<file path="config.mk">
export PLATFORM = sky130hd
export DESIGN_NAME = mips_mem_ctrl
export DESIGN_NICKNAME = d
export VERILOG_FILES = /design/src/rtl/mips_mem_pkg.sv /design/src/rtl/mips_mem_align.sv /design/src/rtl/mips_mem_ctrl.sv
export SDC_FILE = /design/constraint.sdc
export NUM_CORES = 1
export LEC_CHECK = 0
export ABC_AREA = 1
export CORE_MARGIN = 3
export CORE_UTILIZATION = 45
export CTS_BUF_LIST = sky130_fd_sc_hd__clkbuf_8 sky130_fd_sc_hd__clkbuf_16
export CTS_CLUSTER_SIZE = 40
export DETAILED_ROUTE_END_ITERATION = 8
export GPL_TIMING_DRIVEN = 0
export PLACE_DENSITY = 0.77
export SYNTH_ARGS = -nofsm -noshare
export SYNTH_HDL_FRONTEND = slang
export SYNTH_HIERARCHICAL = 1
export SYNTH_SLANG_ARGS = --single-unit
</file>
<file path="constraint.sdc">
create_clock -name clk -period 2.2 [get_ports clk]
set_input_delay 0.55 -clock clk [delete_from_list [all_inputs] [get_ports clk]]
set_output_delay 0.55 -clock clk [all_outputs]
set_load 0.05 [all_outputs]
</file>
<file path="src/rtl/mips_mem_pkg.sv">
// mips_mem_pkg: FSM state encoding, access-size constants and small address helpers
// shared by the MIPS load/store controller and its lane-alignment logic.
package mips_mem_pkg;

   typedef enum logic [1:0] {
      ST_IDLE = 2'd0,
      ST_REQ  = 2'd1,
      ST_WAIT = 2'd2,
      ST_DONE = 2'd3
   } mem_state_e;

   localparam logic [2:0] MEM_SZ_B = 3'd1;
   localparam logic [2:0] MEM_SZ_H = 3'd2;
   localparam logic [2:0] MEM_SZ_W = 3'd4;

   // Any encoding other than byte or halfword behaves as a full word.
   function automatic logic [2:0] norm_size(input logic [2:0] size);
      case (size)
         MEM_SZ_B: return MEM_SZ_B;
         MEM_SZ_H: return MEM_SZ_H;
         default:  return MEM_SZ_W;
      endcase
   endfunction

   function automatic logic is_misaligned(input logic [2:0] size, input logic [1:0] offset);
      case (size)
         MEM_SZ_B: return 1'b0;
         MEM_SZ_H: return offset[0];
         default:  return |offset;
      endcase
   endfunction

   // Byte offset after rounding the address down to the access-size boundary.
   function automatic logic [1:0] align_offset(input logic [2:0] size, input logic [1:0] offset);
      case (size)
         MEM_SZ_B: return offset;
         MEM_SZ_H: return {offset[1], 1'b0};
         default:  return 2'b00;
      endcase
   endfunction

endpackage

</file>
<file path="src/rtl/mips_mem_align.sv">
// mips_mem_align: combinational lane logic for the load/store controller -- byte enables,
// store-data replication across lanes and load-lane selection with sign/zero extension.
module mips_mem_align
   import mips_mem_pkg::*;
(
   input  logic [2:0]  size,
   input  logic [1:0]  offset,
   input  logic        is_unsigned,
   input  logic [31:0] store_data,
   input  logic [31:0] load_word,
   output logic [3:0]  byte_en,
   output logic [31:0] lane_wdata,
   output logic [31:0] load_data
);

   logic [7:0]  byte_lane;
   logic [15:0] half_lane;

   // Pick the addressed byte and halfword out of the returned word.
   always_comb begin
      byte_lane = load_word[7:0];
      case (offset)
         2'd0: byte_lane = load_word[7:0];
         2'd1: byte_lane = load_word[15:8];
         2'd2: byte_lane = load_word[23:16];
         2'd3: byte_lane = load_word[31:24];
         default: byte_lane = load_word[7:0];
      endcase
      half_lane = offset[1] ? load_word[31:16] : load_word[15:0];
   end

   // Store data is replicated so whichever lanes are enabled carry the right bytes.
   always_comb begin
      byte_en    = 4'b1111;
      lane_wdata = store_data;
      load_data  = load_word;
      case (size)
         MEM_SZ_B: begin
            byte_en    = 4'b0001 << offset;
            lane_wdata = {4{store_data[7:0]}};
            load_data  = {{24{~is_unsigned & byte_lane[7]}}, byte_lane};
         end
         MEM_SZ_H: begin
            byte_en    = 4'b0011 << offset;
            lane_wdata = {2{store_data[15:0]}};
            load_data  = {{16{~is_unsigned & half_lane[15]}}, half_lane};
         end
         default: begin
            byte_en    = 4'b1111;
            lane_wdata = store_data;
            load_data  = load_word;
         end
      endcase
   end

endmodule

</file>
<file path="src/rtl/mips_mem_ctrl.sv">
// mips_mem_ctrl: sequences MIPS loads/stores over a req/gnt/rvalid data-memory port.
// Define MIPS_MEM_MISALIGN_TRAP_EN to trap misaligned halfword/word accesses via adel/ades.
module mips_mem_ctrl
   import mips_mem_pkg::*;
#(
   parameter int MAX_WAIT = 255
) (
   input  logic        clk,
   input  logic        rst_b,
   input  logic        op_valid,
   input  logic        op_load,
   input  logic [2:0]  op_size,
   input  logic        op_unsigned,
   input  logic [31:0] op_addr,
   input  logic [31:0] op_wdata,
   output logic        stall,
   output logic        done,
   output logic [31:0] rdata,
   output logic        adel,
   output logic        ades,
   output logic        bus_err,
   output logic        mem_req,
   output logic        mem_we,
   output logic [31:0] mem_addr,
   output logic [3:0]  mem_be,
   output logic [31:0] mem_wdata,
   input  logic        mem_gnt,
   input  logic        mem_rvalid,
   input  logic [31:0] mem_rdata
);

   localparam int CNT_W = $clog2(MAX_WAIT + 1);
   localparam logic [CNT_W-1:0] CNT_MAX = CNT_W'(MAX_WAIT);

   mem_state_e        state_q, state_d;
   logic              load_q, load_d;
   logic [2:0]        size_q, size_d;
   logic              unsigned_q, unsigned_d;
   logic [29:0]       word_q, word_d;
   logic [1:0]        off_q, off_d;
   logic [31:0]       wdata_q, wdata_d;
   logic [CNT_W-1:0]  cnt_q, cnt_d;
   logic [31:0]       rdata_q, rdata_d;
   logic              bus_err_q, bus_err_d;
   logic [2:0]        op_size_n;
   logic              trap_hit;
   logic [3:0]        byte_en;
   logic [31:0]       lane_wdata;
   logic [31:0]       load_data;
`ifdef MIPS_MEM_MISALIGN_TRAP_EN
   logic              trap_q, trap_d;
`endif

   assign op_size_n = norm_size(op_size);

`ifdef MIPS_MEM_MISALIGN_TRAP_EN
   assign trap_hit = is_misaligned(op_size_n, op_addr[1:0]);
`else
   assign trap_hit = 1'b0;
`endif

   mips_mem_align u_align (
      .size        (size_q),
      .offset      (off_q),
      .is_unsigned (unsigned_q),
      .store_data  (wdata_q),
      .load_word   (mem_rdata),
      .byte_en     (byte_en),
      .lane_wdata  (lane_wdata),
      .load_data   (load_data)
   );

   always_ff @(posedge clk or negedge rst_b) begin
      if (!rst_b) begin
         state_q    <= ST_IDLE;
         load_q     <= 1'b0;
         size_q     <= MEM_SZ_W;
         unsigned_q <= 1'b0;
         word_q     <= '0;
         off_q      <= '0;
         wdata_q    <= '0;
         cnt_q      <= '0;
         rdata_q    <= '0;
         bus_err_q  <= 1'b0;
`ifdef MIPS_MEM_MISALIGN_TRAP_EN
         trap_q     <= 1'b0;
`endif
      end else begin
         state_q    <= state_d;
         load_q     <= load_d;
         size_q     <= size_d;
         unsigned_q <= unsigned_d;
         word_q     <= word_d;
         off_q      <= off_d;
         wdata_q    <= wdata_d;
         cnt_q      <= cnt_d;
         rdata_q    <= rdata_d;
         bus_err_q  <= bus_err_d;
`ifdef MIPS_MEM_MISALIGN_TRAP_EN
         trap_q     <= trap_d;
`endif
      end
   end

   always_comb begin
      state_d = state_q;
      case (state_q)
         ST_IDLE: if (op_valid) state_d = trap_hit ? ST_DONE : ST_REQ;
         ST_REQ:  if (mem_gnt) state_d = ST_WAIT;
         ST_WAIT: if (mem_rvalid || (cnt_q == CNT_MAX)) state_d = ST_DONE;
         ST_DONE: state_d = ST_IDLE;
         default: state_d = ST_IDLE;
      endcase
   end

   // Op fields are captured once in IDLE; the address is rounded down to the size boundary here.
   always_comb begin
      load_d     = load_q;
      size_d     = size_q;
      unsigned_d = unsigned_q;
      word_d     = word_q;
      off_d      = off_q;
      wdata_d    = wdata_q;
      cnt_d      = cnt_q;
      rdata_d    = rdata_q;
      bus_err_d  = bus_err_q;
`ifdef MIPS_MEM_MISALIGN_TRAP_EN
      trap_d     = trap_q;
`endif
      case (state_q)
         ST_IDLE: begin
            if (op_valid) begin
               load_d     = op_load;
               size_d     = op_size_n;
               unsigned_d = op_unsigned;
               word_d     = op_addr[31:2];
               off_d      = align_offset(op_size_n, op_addr[1:0]);
               wdata_d    = op_wdata;
               rdata_d    = '0;
               bus_err_d  = 1'b0;
`ifdef MIPS_MEM_MISALIGN_TRAP_EN
               trap_d     = trap_hit;
`endif
            end
         end
         ST_REQ: cnt_d = '0;
         ST_WAIT: begin
            if (mem_rvalid) begin
               rdata_d = load_q ? load_data : 32'h0;
            end else if (cnt_q == CNT_MAX) begin
               bus_err_d = 1'b1;
               rdata_d   = 32'h0;
            end else begin
               cnt_d = cnt_q + 1'b1;
            end
         end
         default: ;
      endcase
   end

   // Port outputs decode purely from state so a reset drops them in the same instant.
   always_comb begin
      stall     = 1'b0;
      done      = 1'b0;
      rdata     = 32'h0;
      adel      = 1'b0;
      ades      = 1'b0;
      bus_err   = 1'b0;
      mem_req   = 1'b0;
      mem_we    = 1'b0;
      mem_addr  = 32'h0;
      mem_be    = 4'h0;
      mem_wdata = 32'h0;
      case (state_q)
         ST_IDLE: stall = op_valid;
         ST_REQ: begin
            stall     = 1'b1;
            mem_req   = 1'b1;
            mem_we    = ~load_q;
            mem_addr  = {word_q, 2'b00};
            mem_be    = byte_en;
            mem_wdata = lane_wdata;
         end
         ST_WAIT: stall = 1'b1;
         ST_DONE: begin
            done    = 1'b1;
            rdata   = rdata_q;
            bus_err = bus_err_q;
`ifdef MIPS_MEM_MISALIGN_TRAP_EN
            adel    = trap_q & load_q;
            ades    = trap_q & ~load_q;
`endif
         end
         default: ;
      endcase
   end

endmodule

</file>
* After elaboration in Yosys (flattened, before gate mapping)
Cells that the tools add are included.
** Word-level totals
- Flip-flop bits (word level) :: 112
- Output and inout bits :: 107
- Input port bits :: 106
** Operators by class
- Muxes and demuxes :: 32
- Add/subtract/negate cells :: 1
- Eq/ne operators :: 20
- Reductions and logical operators :: 11
- Shift operators :: 2
- Bitwise logic cells :: 4
** Operator list (count)
- 2-to-1 mux 32 bit :: 7
- case mux 32 bit (2 select lines) :: 3
- case mux 8 bit (4 select lines) :: 1
- 2-to-1 mux 16 bit :: 1
- 2-to-1 mux 8 bit :: 2
- case mux 8 bit (2 select lines) :: 1
- inequality test 2 bit, second input constant :: 6
- equality test 3 x 1 -> 1 bit, second input constant :: 3
- equality test 3 x 2 -> 1 bit, second input constant :: 3
- AND reduction 3 bit :: 3
- adder 8 x 1 -> 8 bit, second input constant :: 1
- equality test 2 bit, second input constant :: 4
- equality test 8 bit, second input constant :: 1
- case mux 2 bit (4 select lines) :: 1
- case mux 4 bit (2 select lines) :: 1
- 2-to-1 mux 1 bit :: 7
- 2-to-1 mux 2 bit :: 3
- case mux 3 bit (2 select lines) :: 1
- equality test 2 x 1 -> 1 bit, second input constant :: 2
- zero test 2 bit :: 2
- 2-to-1 mux 4 bit :: 1
- case mux 1 bit (2 select lines) :: 2
- case mux 2 bit (2 select lines) :: 1
- AND reduction 4 bit :: 1
- 9 further kinds :: 12

* Depth between registers and ports, before layout
- Depth in word-level cells :: 7
- Gate-level depth with buffers :: 9
- Gate-level depth less buffers :: 9

* Hierarchy
Netlist, hierarchy kept.
** By module, submodules not included
- mips_mem_ctrl :: sequential area each 2803.9 µm², area an instance 5740.5 µm², instances 1, cells an instance 753
- mips_mem_align :: sequential area each 0.0 µm², area an instance 1337.5 µm², instances 1, cells an instance 265

* Worst setup path before layout
Ideal clock, no wire load.
- Kind :: register to output
- Start :: register state_q[0]
- End :: output stall
- Stages on the path, launching flop included :: 5
- Required time :: 1.650 ns
- Slack :: -0.242 ns
- Path buffers :: 2
- Arrival time :: 1.892 ns
- Cell sequence :: dfrtp_1 > ha_1 > clkbuf_1 > clkbuf_1 > nor2_1
** Between the ends
- Longest elaborated chain between the ends :: 3
- Elaborated cells between the ends (all ways) :: 5
** RTL lines
- start: declaration :: line mips_mem_ctrl.sv:35 : mem_state_e state_q, state_d;
- start signal: assignment :: line mips_mem_ctrl.sv:89 : state_q <= state_d;
- equality test 2 bit or equality test 2 x 1 -> 1 bit (tied branches) :: line mips_mem_ctrl.sv:174 : case (state_q)
- OR reduction 2 bit (no source line)
- case mux 1 bit (2 select lines) (*) :: line mips_mem_ctrl.sv:174
- end: declaration :: line mips_mem_ctrl.sv:16 : output logic stall,
Every way passes the cells marked *; elsewhere a longest branch is shown, timed or not.

* Final worst setup path
- Start :: register size_q[2]
- End :: output mem_wdata[23]
** Between the ends
- Longest elaborated chain between the ends :: 3
- Elaborated cells between the ends (all ways) :: 4
** RTL lines
- start: declaration :: line mips_mem_ctrl.sv:37 : logic [2:0] size_q, size_d;
- start signal: assignment :: line mips_mem_ctrl.sv:91 : size_q <= size_d;
- equality test 3 x 2 -> 1 bit or equality test 3 x 1 -> 1 bit (tied branches) :: line mips_mem_align.sv:37 : case (size)
- case mux 32 bit (2 select lines) (*) :: line mips_mem_align.sv:37
- named net lane_wdata[23] :: line mips_mem_ctrl.sv:48 : logic [31:0] lane_wdata;
- 2-to-1 mux 32 bit (*) :: line mips_mem_ctrl.sv:174
- end: declaration :: line mips_mem_ctrl.sv:26 : output logic [31:0] mem_wdata,
Mark *: on every way through the listed nets, which the timed path passes. The rest lies on a longest branch.

==> reports/metrics.cfg <==
[clock_tree]
cts_root_buf=clkbuf_16
clkSinkCount=112
hold_buffers=0
clkLatencyLatePin_ns=0.37
clk_pin_slew_worst_paths_ns=0.07
cts_made_buffers=9
cts_max_level=3
cts_tree=done
cts.path.max_buffers=2

[yosys]
synth_seq_cells=112
synth_seq_area_share=0.3961
synth_cells=1018
synthArstFlopShare=1.000
netlist_area_sq_um=7078
synth_ff_type=dfrtp_1
syn_avg_cell_area_sq_um=6.953
synth_warnings=6
synth_enable_flop_cells=0
synth_cell_types=34

[final_layout]
drive_gt1_frac=0.3946
finalNonFillerCells=1512
final_area_sq_um=11680
syn2layout_area_growth_pct=65.00
nNetsFinal=1409
final_util=0.7626

[detailed_routing]
routed_wl_microns=24050
via_count=7473
routed_via_density=4.942
ant_nets=0
drtPass1Iterations=6
first_iter_violations=496
wl_per_cell_microns=15.90
drc=0

[critical_path]
reg2regPathDepth=11
critPathLaunch=size_q[2]
required_ns=1.65
start_kind=flop
r2r_start=size_q[1]
cp-end-kind=output pin
r2r_end=rdata_q[0]
rrSetupSlack_ns=0.12
crit_arrival_ns=1.90
max_stage_delay_ns=0.56
path_common_cell=buf_8
crit_type=flop to output pin
critPathMaxFanout=5
cp_slowest_cell=dfstp_2
crit_chain=inv_4 > nand3_4 > nand2_4 > inv_8 > buf_8 > nand2_2 > o21ai_1 > nand2_1 > clkinvlp_4 > buf_8

[grt]
use_met2=0.4579
gr-usage-all-layers=0.2664
grt_antenna_before_repair=1
grt_pass1_wl_microns=37060
met1_usage=0.3225
busiest_layer=met2
grt-ovfl-total=0
grt_max_degree=71
grt_pass1_vias=7188
grtUsageMet3=0.07580

[floorplanning]
row_count=45
die_y_microns=131.4
core_area_sq_um=15310
start_util=0.4622
die_area_sq_um=17270
pin_count=213
die_w_microns=131.4

[sta]
hold_viol=0
setup_ws_ns=-0.2454
finalCritPeriodShare=1.112
min_period_ns=2.445
drv_slew=0
timing.fmax_ghz=0.4089
slew_headroom=0.6655
finalSetupViolCount=75
fin_skew_ns=0.01306
timing.hold.ws_ns=0.1006
worst_pin_slew_ns=0.5000
rsz0062_at_grt=yes

[power]
total_power_w=0.01367
p_leak_nw=6.152
power_density_nw_per_um2=1171
irDropWorstVdd_v=0.0007657

[job]
cap_violations=0

[worst_hold_path]
worstHoldPathType=primary input to async pin

[placed_design]
placed_cell_area_sq_um=9656
place.gp.congestion=0.8963
place_inst=1441
dpl.hpwl_microns=15960
numPortBuffers=208

[run_status]
violations=setup timing
outcome=finished with violations

-- where the power goes --
part / total (W) / internal [W] / switching (W)
clock network: 0.00166 / 0.000828 / 0.000835
logic: 0.00852 / 0.00352 / 0.00500
registers: 0.00349 / 0.00278 / 0.000708
total: 0.0137 / 0.00713 / 0.00654
-- worst max-delay path by stage --
stage	to	slack [ns]	cells after the start
finish	mem_wdata[23]	-0.25	10
global route	mem_wdata[28]	-0.32	10
CTS	mem_wdata[23]	-0.21	10
detailed placement	mem_be[0]	-1.04	7
global placement	word_q[4]	-3.83	1
floorplan	mem_addr[10]	0.009	6
-- synthesized netlist by cell type, types with 2 or more instances --
cell	number	area share
buf_1	2	0.0011
buf_2	16	0.011
buf_4	19	0.020
buf_6	9	0.014
clkbuf_1	19	0.010
dfrtp_1	111	0.39
ha_1	8	0.014
inv_1	137	0.073
inv_2	7	0.0037
nand2_1	469	0.25
nand2_2	33	0.029
nand3_1	69	0.049
nand3_2	22	0.031
nand3_4	3	0.0074
nand4_1	4	0.0035
nor2_1	11	0.0058
nor2_2	3	0.0027
nor3_1	2	0.0014
o211ai_1	2	0.0021
o21ai_0	12	0.0085
o21ai_1	14	0.0099
o21ai_2	33	0.041
o21bai_1	2	0.0021
-- cells in the final DEF (no fill, tap or decap), types with 11 or more instances in the layout --
cell type / count
nand2_4: 47
buf_4: 39
clkbuf_16: 15
buf_2: 14
inv_1: 54
dfrtp_1: 109
buf_8: 72
clkbuf_1: 11
nand2_2: 69
nand3_2: 22
nand3_1: 68
buf_6: 64
o21ai_1: 20
o21ai_2: 37
inv_2: 36
clkinvlp_4: 51
clkdlybuf4s50_1: 104
nand2_1: 386
-- state kept, by name, indices dropped and copies added (netlist names) --
signal and flops:
size_q 3, bus_err_q 1, unsigned_q 1, cnt_q 8, rdata_q 32, word_q 30
state_q 2, off_q 2, wdata_q 32, load_q 1
-- metrics by stage --
stage	setup TNS (ns)	worst slack [ns]
final	-8.387	-0.2454
after global routing	-13.91	-0.3250
after floorplan	0	0.008504
after global placement	-496.73	-3.827
after detailed placement	-71.91	-1.038
after CTS	-7.617	-0.2143
-- worst max-delay path, delay by kind of cell, from the launching register on --
| kind | cells | cell delay [ns] |
|---|---|---|
| buffers and inverters | 5 | 0.50 |
| AOI/OAI and AO/OA | 1 | 0.08 |
| and+or+nand+nor | 4 | 0.39 |
| DFF | 1 | 0.56 |
-- layout make-up --
class                      instances  area, sq um
timing repair buffer             261         3073
clock inverter                     6        57.56
fill                            1107         3636
multi-input combinational        700         3871
buffer                            65        605.6
inverter                         144        744.5
sequential                       112         2806
antenna                            1        2.502
tap                              211        264.0
timing repair inverter             2        15.01
clock buffer                      10        239.0
-- routing by layer --
metal,vias to the layer above,share of wire
li1,3605,-
met1,3556,0.39
met2,270,0.52
met3,42,0.074
met4,0,0.025
met5,-,0
-- kinds of logic (layout without fill, tap and decap cells) --
kind of cell / Yosys count / count (layout) / synth area share
other: 1 / 5 / 0.0005298
adders and majority gates: 8 / 8 / 0.01414
DFF: 112 / 112 / 0.3961
AOI/OAI and AO/OA: 66 / 66 / 0.06700
xor gates and xnor gates: 1 / 1 / 0.001238
buffers and inverters: 210 / 488 / 0.1354
and+or+nand+nor: 620 / 621 / 0.3855
-- repair_timing --
| item | 4_1_cts | 5_1_grt |
|---|---|---|
| endpoints found under the setup margin | 103 | 100 |
| buffers inserted | 30 | 17 |
| gates cloned | 8 | 5 |
| pin swaps | 34 | 17 |
| gates resized for setup | 888 | 159 |
(Power assumes the default switching activity.)
